**src/rtl/traffic_led_monitor.sv**
```systemverilog
// Passive checker for a two-road traffic controller: decodes the lamp drives
// into phases, tracks their order and durations, and latches sticky errors.
module traffic_led_monitor #(
    parameter int G1_LEN = 30,
    parameter int Y_LEN  = 5,
    parameter int G2_LEN = 25,
    parameter int TOL    = 1
) (
    input  logic       clk,
    input  logic       rst_n,
    input  logic       r1,
    input  logic       g1,
    input  logic       y1,
    input  logic       r2,
    input  logic       g2,
    input  logic       y2,
    input  logic       clr,
    output logic [1:0] phase,
    output logic       phase_valid,
    output logic       err_conflict,
    output logic       err_seq,
    output logic       err_time,
    output logic [1:0] first_err,
    output logic [7:0] cycle_cnt,
    output logic [1:0] state_dbg
);

    typedef enum logic [1:0] {
        SYNC = 2'd0,
        RUN  = 2'd1,
        HOLD = 2'd2
    } state_t;

    state_t     state_q, state_d;
    logic [5:0] lamp_q;
    logic       lamp_vld_q;
    logic [7:0] dur_q, dur_d;
    logic       unchk_q, unchk_d;
    logic [1:0] phase_q, phase_d;
    logic       valid_q, valid_d;
    logic       err_c_q, err_c_d;
    logic       err_s_q, err_s_d;
    logic       err_t_q, err_t_d;
    logic [1:0] first_q, first_d;
    logic [7:0] cnt_q, cnt_d;

    logic       legal;
    logic [1:0] dec;
    logic       new_c, new_s, new_t;
    logic [1:0] first_base;

    function automatic logic [7:0] len_min(input logic [1:0] ph);
        case (ph)
            2'd0:    return 8'(G1_LEN - TOL);
            2'd2:    return 8'(G2_LEN - TOL);
            default: return 8'(Y_LEN - TOL);
        endcase
    endfunction

    function automatic logic [7:0] len_over(input logic [1:0] ph);
        case (ph)
            2'd0:    return 8'(G1_LEN + TOL + 1);
            2'd2:    return 8'(G2_LEN + TOL + 1);
            default: return 8'(Y_LEN + TOL + 1);
        endcase
    endfunction

    always_comb begin
        legal = 1'b1;
        dec   = 2'd0;
        case (lamp_q)
            6'b010100: dec = 2'd0;
            6'b001100: dec = 2'd1;
            6'b100010: dec = 2'd2;
            6'b100001: dec = 2'd3;
            default:   legal = 1'b0;
        endcase
    end

    // lamp_vld_q masks the all-zero lamp_q left behind by reset so it is not
    // mistaken for an all-lamps-off conflict.
    always_comb begin
        state_d = state_q;
        phase_d = phase_q;
        valid_d = valid_q;
        dur_d   = dur_q;
        unchk_d = unchk_q;
        cnt_d   = cnt_q;
        new_c   = 1'b0;
        new_s   = 1'b0;
        new_t   = 1'b0;
        if (lamp_vld_q) begin
            if (!legal) begin
                new_c   = 1'b1;
                state_d = HOLD;
                valid_d = 1'b0;
            end else if (state_q != RUN) begin
                state_d = RUN;
                valid_d = 1'b1;
                phase_d = dec;
                dur_d   = 8'd1;
                unchk_d = 1'b1;
            end else if (dec != phase_q) begin
                if (dec != 2'(phase_q + 2'd1)) new_s = 1'b1;
                // Overlong phases were already flagged while they held.
                if (!unchk_q && dur_q < len_min(phase_q)) new_t = 1'b1;
                if (phase_q == 2'd3 && dec == 2'd0) cnt_d = cnt_q + 8'd1;
                phase_d = dec;
                dur_d   = 8'd1;
                unchk_d = 1'b0;
            end else if (dur_q != 8'hff) begin
                dur_d = dur_q + 8'd1;
                if (!unchk_q && dur_d == len_over(phase_q)) new_t = 1'b1;
            end
        end

        err_c_d    = (clr ? 1'b0 : err_c_q) | new_c;
        err_s_d    = (clr ? 1'b0 : err_s_q) | new_s;
        err_t_d    = (clr ? 1'b0 : err_t_q) | new_t;
        first_base = clr ? 2'd0 : first_q;
        first_d    = first_base;
        if (first_base == 2'd0) begin
            if (new_c)      first_d = 2'd1;
            else if (new_s) first_d = 2'd2;
            else if (new_t) first_d = 2'd3;
        end
    end

    always_ff @(posedge clk or negedge rst_n) begin
        if (!rst_n) begin
            lamp_q     <= 6'd0;
            lamp_vld_q <= 1'b0;
            state_q    <= SYNC;
            dur_q      <= 8'd0;
            unchk_q    <= 1'b0;
            phase_q    <= 2'd0;
            valid_q    <= 1'b0;
            err_c_q    <= 1'b0;
            err_s_q    <= 1'b0;
            err_t_q    <= 1'b0;
            first_q    <= 2'd0;
            cnt_q      <= 8'd0;
        end else begin
            lamp_q     <= {r1, g1, y1, r2, g2, y2};
            lamp_vld_q <= 1'b1;
            state_q    <= state_d;
            dur_q      <= dur_d;
            unchk_q    <= unchk_d;
            phase_q    <= phase_d;
            valid_q    <= valid_d;
            err_c_q    <= err_c_d;
            err_s_q    <= err_s_d;
            err_t_q    <= err_t_d;
            first_q    <= first_d;
            cnt_q      <= cnt_d;
        end
    end

    assign phase        = phase_q;
    assign phase_valid  = valid_q;
    assign err_conflict = err_c_q;
    assign err_seq      = err_s_q;
    assign err_time     = err_t_q;
    assign first_err    = first_q;
    assign cycle_cnt    = cnt_q;
    assign state_dbg    = state_q;

endmodule

```
**config.mk**
```make
export PLATFORM = sky130hd
export DESIGN_NAME = traffic_led_monitor
export DESIGN_NICKNAME = d
export VERILOG_FILES = /design/src/rtl/traffic_led_monitor.sv
export SDC_FILE = /design/constraint.sdc
export NUM_CORES = 1
export LEC_CHECK = 0
export ABC_AREA = 1
export CORE_UTILIZATION = 25
export CTS_BUF_LIST = sky130_fd_sc_hd__clkbuf_16
export DETAILED_ROUTE_END_ITERATION = 6
export DONT_BUFFER_PORTS = 1
export SYNTH_ARGS = -nofsm -noshare
export SYNTH_HDL_FRONTEND = slang
export SYNTH_SLANG_ARGS = --single-unit
```
**constraint.sdc**
```tcl
create_clock -name clk -period 1.84 [get_ports clk]
set_input_delay 0.368 -clock clk [delete_from_list [all_inputs] [get_ports clk]]
set_output_delay 0.368 -clock clk [all_outputs]
set_load 0.02 [all_outputs]
```
==> flow_metrics.py <==
metrics = {
    "timing": {
        "worst_slack_ns": 0.09364,
        "finalCritPeriodShare_pct": 94.91,
        "hold_viol": 0,
        "finalClockSkew_ns": 0.003912,
        "finalSetupTns_ns": 0,
        "rsz0062_at_grt": "true",
        "setup_viol": 0,
        "fmax_mhz": 572.6,
        "period_needed_ns": 1.746,
        "maxSlewViolCount": 0,
        "holdWs_ns": 0.1129,
    },
    "logic_synthesis": {
        "synthArstFlopShare_pct": 100.0,
        "synth.area.top_cells": "dfrtp_1 (38%), nand2_1 (12%), inv_1 (6.4%), ha_1 (5.8%), nand3_1 (5.1%)",
        "syn-num-nets": 279,
        "avgSynthCellArea_um2": 8.316,
        "seq_area_frac_synth_pct": 38.19,
        "syn_area_mm2": 0.002162,
        "dominantRegCellSynth": "dfrtp_1",
        "synthCells": 260,
        "synth_common_cells": "nand2_1 (70), inv_1 (37), dfrtp_1 (33)",
        "synth-seq-cells": 33,
        "synth_top_area_share_pct": 38.19,
        "synth_cell_type_count": 32,
        "yosys.area.top_type": "dfrtp_1",
        "synth_edf_count": 0,
        "yosysWarnings": 0,
        "yosysMostFrequentCell": "nand2_1",
    },
    "cts": {
        "clk_latency_ns": 0.28,
        "cts.clk_slew.worst_paths_ns": 0.05,
        "cts_tree": "done",
        "cts-root-buf": "clkbuf_16",
        "h-tree-depth": 2,
        "cts-buffers-inserted": 5,
        "cts_sinks": 33,
        "clk_path_buf_depth": 2,
    },
    "global_routing": {
        "grt_pass1_vias": 1691,
        "overflow": 0,
        "grt_use_total_pct": 11.59,
        "grt_max_degree": 34,
        "antenna_found_initial": 0,
        "grt_pass1_wl_um": 7921,
    },
    "floorplan": {
        "start_util_pct": 26.05,
        "die_area_mm2": 0.009024,
        "rows": 33,
        "ios": 27,
        "die-height_um": 95.00,
        "die_x_um": 95.00,
        "core-area_mm2": 0.008299,
    },
    "critical_path": {
        "cp_data_arrival_time_ns": 1.97,
        "crit_buf_inv": 2,
        "critPathMaxStageDelay_ns": 0.42,
        "worstPathMaxFanout": 5,
        "crit_type": "flip-flop to flip-flop",
        "worst_path_max_delay_cell": "dfrtp_2",
        "path_cells": "inv_4, buf_4, ha_2, ha_1, nand3_1, nand2_1, nand2_1, nand2_1, a21oi_2, nand2_1, nand2_1, nand2_1, nand2_1",
        "end_kind": "flip-flop",
        "cpMostUsedCell": "nand2_1",
        "cp-start-kind": "flip-flop",
        "crit_family": "simple AND/OR/NAND/NOR gates",
        "crit_required_ns": 2.06,
    },
    "job": {
        "maxCapViolations": 0,
    },
    "placement": {
        "dpl.cell_count": 370,
        "gp_congestion": 0.8197,
        "pre_cts_ws_ns": 0.02758,
        "port-buffer-count": 0,
        "place_hpwl_um": 3424,
    },
    "cells_and_area": {
        "antennaDiodeCount": 0,
        "drive_above_1_share_pct": 27.80,
        "fin_cells": 382,
        "syn_to_final_growth_pct": 22.34,
        "nets": 296,
        "regArea_um2": 829.5,
        "multi_input_area_mm2": 0.001244,
        "fill_cells": 864,
    },
    "power_and_ir_drop": {
        "vdd_drop_max_v": 0.0005103,
        "leakage_nw": 1.219,
        "power.total_mw": 2.205,
        "powerDensity_mw_per_mm2": 833.8,
    },
    "route": {
        "dr.pass1.iters": 6,
        "drt_iter0_markers": 51,
        "drcViolationCount": 0,
        "ant_nets": 0,
        "wl_per_cell_um": 12.10,
        "routed_wl_um": 4622,
        "num_vias": 1682,
        "viasPerCell": 4.403,
    },
    "outcome": {
        "status": "finished, final reports clean",
    },
    "worst_hold_path": {
        "hold_path_class": "input port to flip-flop",
    },
}
flip-flops by register name (all words and copies together), names as in the netlist:
signal and flops:
state_dbg 2, first_err 2, unchk_q 1, phase 2
cycle_cnt 8, err_seq 1, err_time 1, err_conflict 1
dur_q 8, lamp_vld_q 1, lamp_q 6
layer usage:
layer / up-vias / global-route usage (%) / share of wire [%]
li1: 861 / - / -
met1: 789 / 14.63 / 46
met2: 25 / 19.12 / 49
met3: 7 / 2.818 / 3.4
met4: 0 / 4.167 / 1.3
met5: - / 0 / 0
cell type report:
class                      count  area share [%]
multi-input combinational    182           47.02
sequential                    33           31.36
inverter                      43           6.623
tap                          105           4.967
clock buffer                   5           4.730
timing repair buffer          12           3.974
clock inverter                 2           1.325
metrics by stage:
step,utilization [%],cell area [µm²]
2_1_floorplan,-,2171
3_3_place_gp,28.22,2342
3_5_place_dp,28.22,2342
4_1_cts,30.51,2532
5_1_grt,31.87,2645
6_report,31.87,2645
path summary, 6_finish.rpt:
kind / from / end / slack (ns) / cells after the start
setup / recovery: phase[0] / first_err[1] / 0.09 / 13
setup reg to reg: phase[0] / first_err[1] / 0.09 / 13
hold / removal: g2 / lamp_q[1] / 0.11 / 0
min in group asynchronous: rst_n / dur_q[4] / 0.53 / 2
max in group asynchronous: rst_n / phase[0] / 1.11 / 2
hold reg to reg: unchk_q / unchk_q / 0.49 / 2
cells by family (layout without fill, tap and decap cells):
logic type,count (synthesis),count (layout),share of synthesized area [%]
AOI/OAI and AO/OA,16,16,6.307
xor gates and xnor gates,7,7,3.530
adders and majority gates,10,10,5.787
buffers and inverters,45,62,8.564
DFF,33,33,38.19
other,1,1,0.1734
and+or+nand+nor,148,148,37.44
cell usage in the layout, fill, tap and decap left out, types with 2 or more instances in the layout:
cell type  Yosys  layout
nand2_2        5       5
clkinv_2       1       2
inv_4          2       3
nor2_1        19      18
buf_4          1      10
dfrtp_1       33      30
o21ai_1        2       2
a21oi_2        1       4
nand4_1        5       5
nand3_2        2       3
nand3_1       22      21
o22ai_2        7       7
nand2_4        4       4
dfrtp_2        0       3
ha_1          10       5
nand2_8        2       2
o21ai_0        3       3
nand3_4        5       5
ha_4           0       4
xor2_1         5       5
xnor2_2        2       2
nand2_1       70      70
inv_1         37      35
nor3_1         3       2
clkbuf_16      0       5
nor2_4         5       7
inv_2          2       3
timing repair:
item | 4_1_cts | 5_1_grt
gates resized for setup | 0 | 18
endpoints found under the hold margin | 33 | 0
hold buffers | 2 | 0
buffers inserted | 0 | 3
setup endpoints to repair | 0 | 3
where the power goes:
group	total, mW	internal, mW	switching, mW
sequential	0.802	0.762	0.0393
combinational	0.466	0.193	0.273
clock	0.938	0.628	0.310
total	2.21	1.58	0.622
Note: power is estimated with default switching activity, not from simulation.
==> edit 1: new RTL, same flow settings <==
Register the output `cycle_cnt` once more, without a reset; this adds one clock of latency there. The other outputs are not delayed to match.
--- a/src/rtl/traffic_led_monitor.sv
+++ b/src/rtl/traffic_led_monitor.sv
@@ -162,7 +162,9 @@
     assign err_seq      = err_s_q;
     assign err_time     = err_t_q;
     assign first_err    = first_q;
-    assign cycle_cnt    = cnt_q;
+    always_ff @(posedge clk) begin
+        cycle_cnt <= cnt_q;
+    end
     assign state_dbg    = state_q;
 
 endmodule
Behaviour: not the same (a bounded check fails within 4 cycles, from zero or initial values and one cycle with rst_n low).
==> edit 1 against the unedited design <==
- die area grew 2.9%
- synthesized area grew 3.0%
- power grew 2.2%
- via count grew 7.0%
- worst setup slack lost 0.027 ns
- combinational power shrank 18%
- routed wire length is essentially flat
- count of clock-buffer cells in the layout is the same
- design area grew 2.5%
- sequential power grew 27%
- sequential cell count grew 8
- maximum frequency shrank 1.5%
- sequential share of layout area grew 5.1 points
- synthesized cell count grew 8.5%
- critical endpoint unchanged
- largest cell class unchanged
==> edit 1: results (changes against the unedited design) <==
Run status
  – Outcome: complete, no violations

Detailed routing
  – Met1 WL: 2200 um (+3.1%)
  – Initial DRC Count: 55 (+7.8%)
  – 1st-pass router iterations: 4 (-2)
  – DR vias/cell: 4.41 (+0.20%)
  – Wire length on met2: 2210 um (-3.1%)
  – Met3 routed WL: 158 um (+0.64%)
  – DR WL/cell: 11.3 um (-6.4%)

Critical path
  – Crit path launch: phase[1]
  – R2r worst-path depth: 12 (-1)
  – WP data arrival: 1.99 ns (+0.02 ns)

Synthesis
  – Xor and xnor area share after synthesis: 1.97% (-1.6 points)
  – Synth async-reset ratio: 80.5% (-20 points)
  – Synth Area in Adders: 5.62% (-0.17 points)
  – Compound-Gate Fraction of Synth Area: 4.16% (-2.2 points)
  – Synth cell types: 30 (-6.3%)
  – Commonest cells in the netlist: nand2_1, inv_1, dfrtp_1, nand3_1, nor2_1
  – Post-synth top area share: 37.1% (-1.1 points)
  – Net Count, Synth: 301 (+7.9%)

GRT
  – M3 GR Usage: 2.82% (about the same)
  – Global Route Usage Sum: 11.2% (-0.42 points)

Placed design
  – Gpl congestion: 0.783 (-4.5%)
  – Hpwl dp: 3410 um (-0.43%)
  – Post-Place Cells: 395 (+6.8%)

Final layout
  – Layout cells sized above 1: 20.3% (-7.5 points)
  – FILL cells: 924 (+6.9%)
  – Final #Nets: 318 (+7.4%)

Timing
  – Clk_skew: 0.00228 ns (-0.00163 ns)
## edit 1: changes by cell type after synthesis, sizes merged, moves of 2 or more
cell | before | now
buf | 2 | 4
nor2 | 26 | 29
xnor2 | 2 | 0
dfxtp | 0 | 8
nand3b | 1 | 3
nand2 | 81 | 88
o21ai | 5 | 13
o22ai | 7 | 1
nand4 | 5 | 8
## edit 1: worst min-delay path by stage
stage / to / slack (ns)
2_1_floorplan: cnt_q[0] / 0.07
3_3_place_gp: dur_q[3] / 0.07
3_5_place_dp: dur_q[3] / 0.07
4_1_cts: lamp_q[0] / 0.10
5_1_grt: lamp_q[2] / 0.1
6_report: lamp_q[0] / 0.11
## edit 1: cell type report
class	count	share of cell area, %
tap	108	4.99
multi-input combinational	194	42.2
timing repair buffer	14	4.89
sequential	41	36.5
clock buffer	5	4.62
clock inverter	3	0.646
inverter	43	6.23
## edit 1: what timing repair did
item / 4_1_cts / 5_1_grt
setup endpoints to repair: 1 / 8
endpoints found under the hold margin: 33 / 0
pin swaps: 0 / 6
hold buffers: 2 / 0
buffers inserted: 0 / 3
gates resized for setup: 2 / 19
## edit 1: power by group through the flow
| stage | combinational [W] | sequential, W | clock [W] |
|---|---|---|---|
| 6_report | 0.000384 | 0.00102 | 0.000850 |
| 5_1_grt | 0.000444 | 0.00103 | 0.000910 |
| 4_1_cts | 0.000362 | 0.00101 | 0.000874 |
| 3_5_place_dp | 0.000338 | 0.00103 | 0 |
| 3_3_place_gp | 0.000329 | 0.00103 | 0 |
| 2_1_floorplan | 0.000257 | 0.00102 | 0 |
==> edit 2: new RTL, config.mk and constraints unchanged <==
Made on the original files. Set the parameter `G1_LEN` to 15 (it was 30).
--- a/src/rtl/traffic_led_monitor.sv
+++ b/src/rtl/traffic_led_monitor.sv
@@ -1,7 +1,7 @@
 // Passive checker for a two-road traffic controller: decodes the lamp drives
 // into phases, tracks their order and durations, and latches sticky errors.
 module traffic_led_monitor #(
-    parameter int G1_LEN = 30,
+    parameter int G1_LEN = 15,
     parameter int Y_LEN  = 5,
     parameter int G2_LEN = 25,
     parameter int TOL    = 1
Formal check against the unedited RTL: same outputs for any inputs over 10 cycles, from zero or initial values and one cycle with rst_n low; that may be too few to reach the edited logic, so the function may still have changed.
==> edit 2 against the unedited design <==
- worst setup slack improved by 0.044 ns
- sequential power barely moved
- non-clock buffer count fell by 3
- power fell by 5.3%
- maximum frequency rose by 2.6%
- sequential share of layout area rose by 3.2 points
- sequential cell count did not move
- final cell count fell by 8.4%
- design area fell by 9.5%
- utilization rose by 0.44 points
- die area fell by 9.3%
- synthesized area fell by 9.5%
- routed wire length fell by 18%
- largest cell class unchanged
- largest power group unchanged
- highest routed layer unchanged
==> edit 2: results (changes against the unedited design) <==
Critical path
  – CP max-delay cell: dfrtp_2
  – Reg2reg start: phase[1]
  – CP max FO: 4 (-1)
  – R2r worst-path depth: 13 (unchanged)
  – Crit Reg-Reg Endpoint: first_err[1]
  – WP data arrival: 1.92 ns (-0.05 ns)
  – Setup slack, reg-to-reg: 0.14 ns (+0.04 ns)
  – Worst path max stage delay: 0.39 ns (-0.03 ns)
  – Delay-heaviest family, CP: simple AND/OR/NAND/NOR gates
  – Worst Setup Path Type: flop to flop

CTS
  – Clock slew at reported path FFs: 0.05 ns (about the same)
  – CTS Buffer Depth: 2 (unchanged)
  – # Post-CTS Setup Buffers: 0 (unchanged)
  – Root Buffer: clkbuf_16
  – H-tree levels: 2 (unchanged)
  – Number of buffers created by CTS: 5 (unchanged)
  – Clock latency on the worst-skew pair: 0.28 ns (about the same)

Detailed routing
  – Initial DRC Count: 54 (+5.9%)
  – Routed WL: 3810 um (-18%)
  – Via count: 1,474 (-12%)
  – DR vias/cell: 4.21 (-4.4%)
  – 1st-pass router iterations: 4 (-2)

Final layout
  – Layout cells sized above 1: 24.7% (-3.1 points)
  – Final #Nets: 268 (-9.5%)
  – Diode count: 0 (unchanged)

Synthesis
  – Synth cell types: 28 (-13%)
  – Synth async-reset ratio: 100% (unchanged)
  – Net Count, Synth: 253 (-9.3%)
  – Ranking of synthesized cells by area: dfrtp_1, nand2_1, inv_1
  – Yosys warns: 0 (unchanged)
  – Mapped Cells: 235 (-9.6%)
  – Register area share after synthesis: 42.2% (+4.0 points)
  – Commonest cells in the netlist: nand2_1, dfrtp_1, inv_1, nor2_1, nand3_1

Placed design
  – IO Port Bufs: 0 (unchanged)
  – Hpwl dp: 2930 um (-14%)
  – Gpl congestion: 0.732 (-11%)
  – Post-Place Cells: 340 (-8.1%)
  – Pre-CTS WS: 0.00742 ns (-0.0202 ns)
  – Area post-placement: 2130 sq um (-9.0%)

Power
  – Peak supply drop: 492 uV (-3.7%)
  – Leakage power: 1.20 nW (-1.6%)

GRT
  – Antenna violations before repair: 0 (unchanged)
  – Vias in the first global route: 1,453 (-14%)
  – First-pass GRT wire length: 6740 um (-15%)
  – Largest net degree at the start of global routing: 34 (unchanged)
  – Global Route Usage Sum: 10.5% (-1.1 points)

Worst hold path
  – WHS Path Cells: 0 (unchanged)
  – HP Class: input pin to flop
  – Hold Startpoint: y2
  – Worst hold endpoint: lamp_q[0]

Run status
  – Outcome: complete, no violations

Timing
  – Clk_skew: 0.00657 ns (+0.00266 ns)
  – Hold WS: 0.119 ns (+0.00567 ns)
-- edit 2: worst max path at each step --
| stage | endpoint | slack, ns |
|---|---|---|
| 2_1_floorplan | first_err[1] | 0.0007 |
| 4_1_cts | first_err[1] | 0.03 |
| 5_1_grt | first_err[1] | -0.05 |
| 3_3_place_gp | first_err[1] | 0.07 |
| 6_report | first_err[1] | 0.14 |
| 3_5_place_dp | first_err[1] | 0.007 |
-- edit 2: worst reg2reg max path, delay by kind of cell, from the launching register on --
family                     cells  cell delay, ns
AOI/OAI and AO/OA              2            0.27
adders and majority gates      2            0.37
buffers and inverters          1            0.06
DFF                            1            0.39
and+or+nand+nor                8            0.56
-- edit 2: cell type report --
type                       count  area [sq um]
sequential                    33           828
multi-input combinational    165          1050
clock buffer                   5           125
timing repair buffer           9          82.6
inverter                      36           139
fill                         770          5010
tap                           99           124
clock inverter                 3          46.3
-- edit 2: stage by stage --
step | utilization [%] | TNS (ns)
2_1_floorplan | - | 0
3_3_place_gp | 28.8 | 0
3_5_place_dp | 28.8 | 0
4_1_cts | 31.5 | 0
5_1_grt | 32.3 | -0.0673
6_report | 32.3 | 0
-- edit 2: kinds of logic (layout without fill, tap and decap cells) --
kind of cell / Yosys count / count (layout) / share of synthesized area, %
AOI/OAI and AO/OA: 19 / 19 / 6.71
xor gates and xnor gates: 7 / 7 / 3.13
adders and majority gates: 9 / 9 / 5.75
buffers and inverters: 37 / 53 / 7.35
DFF: 33 / 33 / 42.2
other: 1 / 1 / 0.192
and+or+nand+nor: 129 / 129 / 34.7
-- edit 2: routing by layer --
layer	vias to the layer above	GRT usage, %	routed length, um
met3	4	3.20	137
met2	20	16.9	1750
met4	0	4.44	46
met5	-	0	0
met1	674	13.0	1880
li1	776	-	-
-- edit 2: power breakdown --
group,switching (W),internal [W]
logic,0.000198,0.000145
clock network,0.000307,0.000640
registers,0.0000378,0.000762
total,0.000542,0.00155
-- edit 2: what timing repair did --
action | in CTS | in global routing
hold buffers | 2 | 0
pin swaps | 0 | 3
gates resized for setup | 1 | 14
endpoints found under the hold margin | 33 | 0
endpoints found under the setup margin | 2 | 4
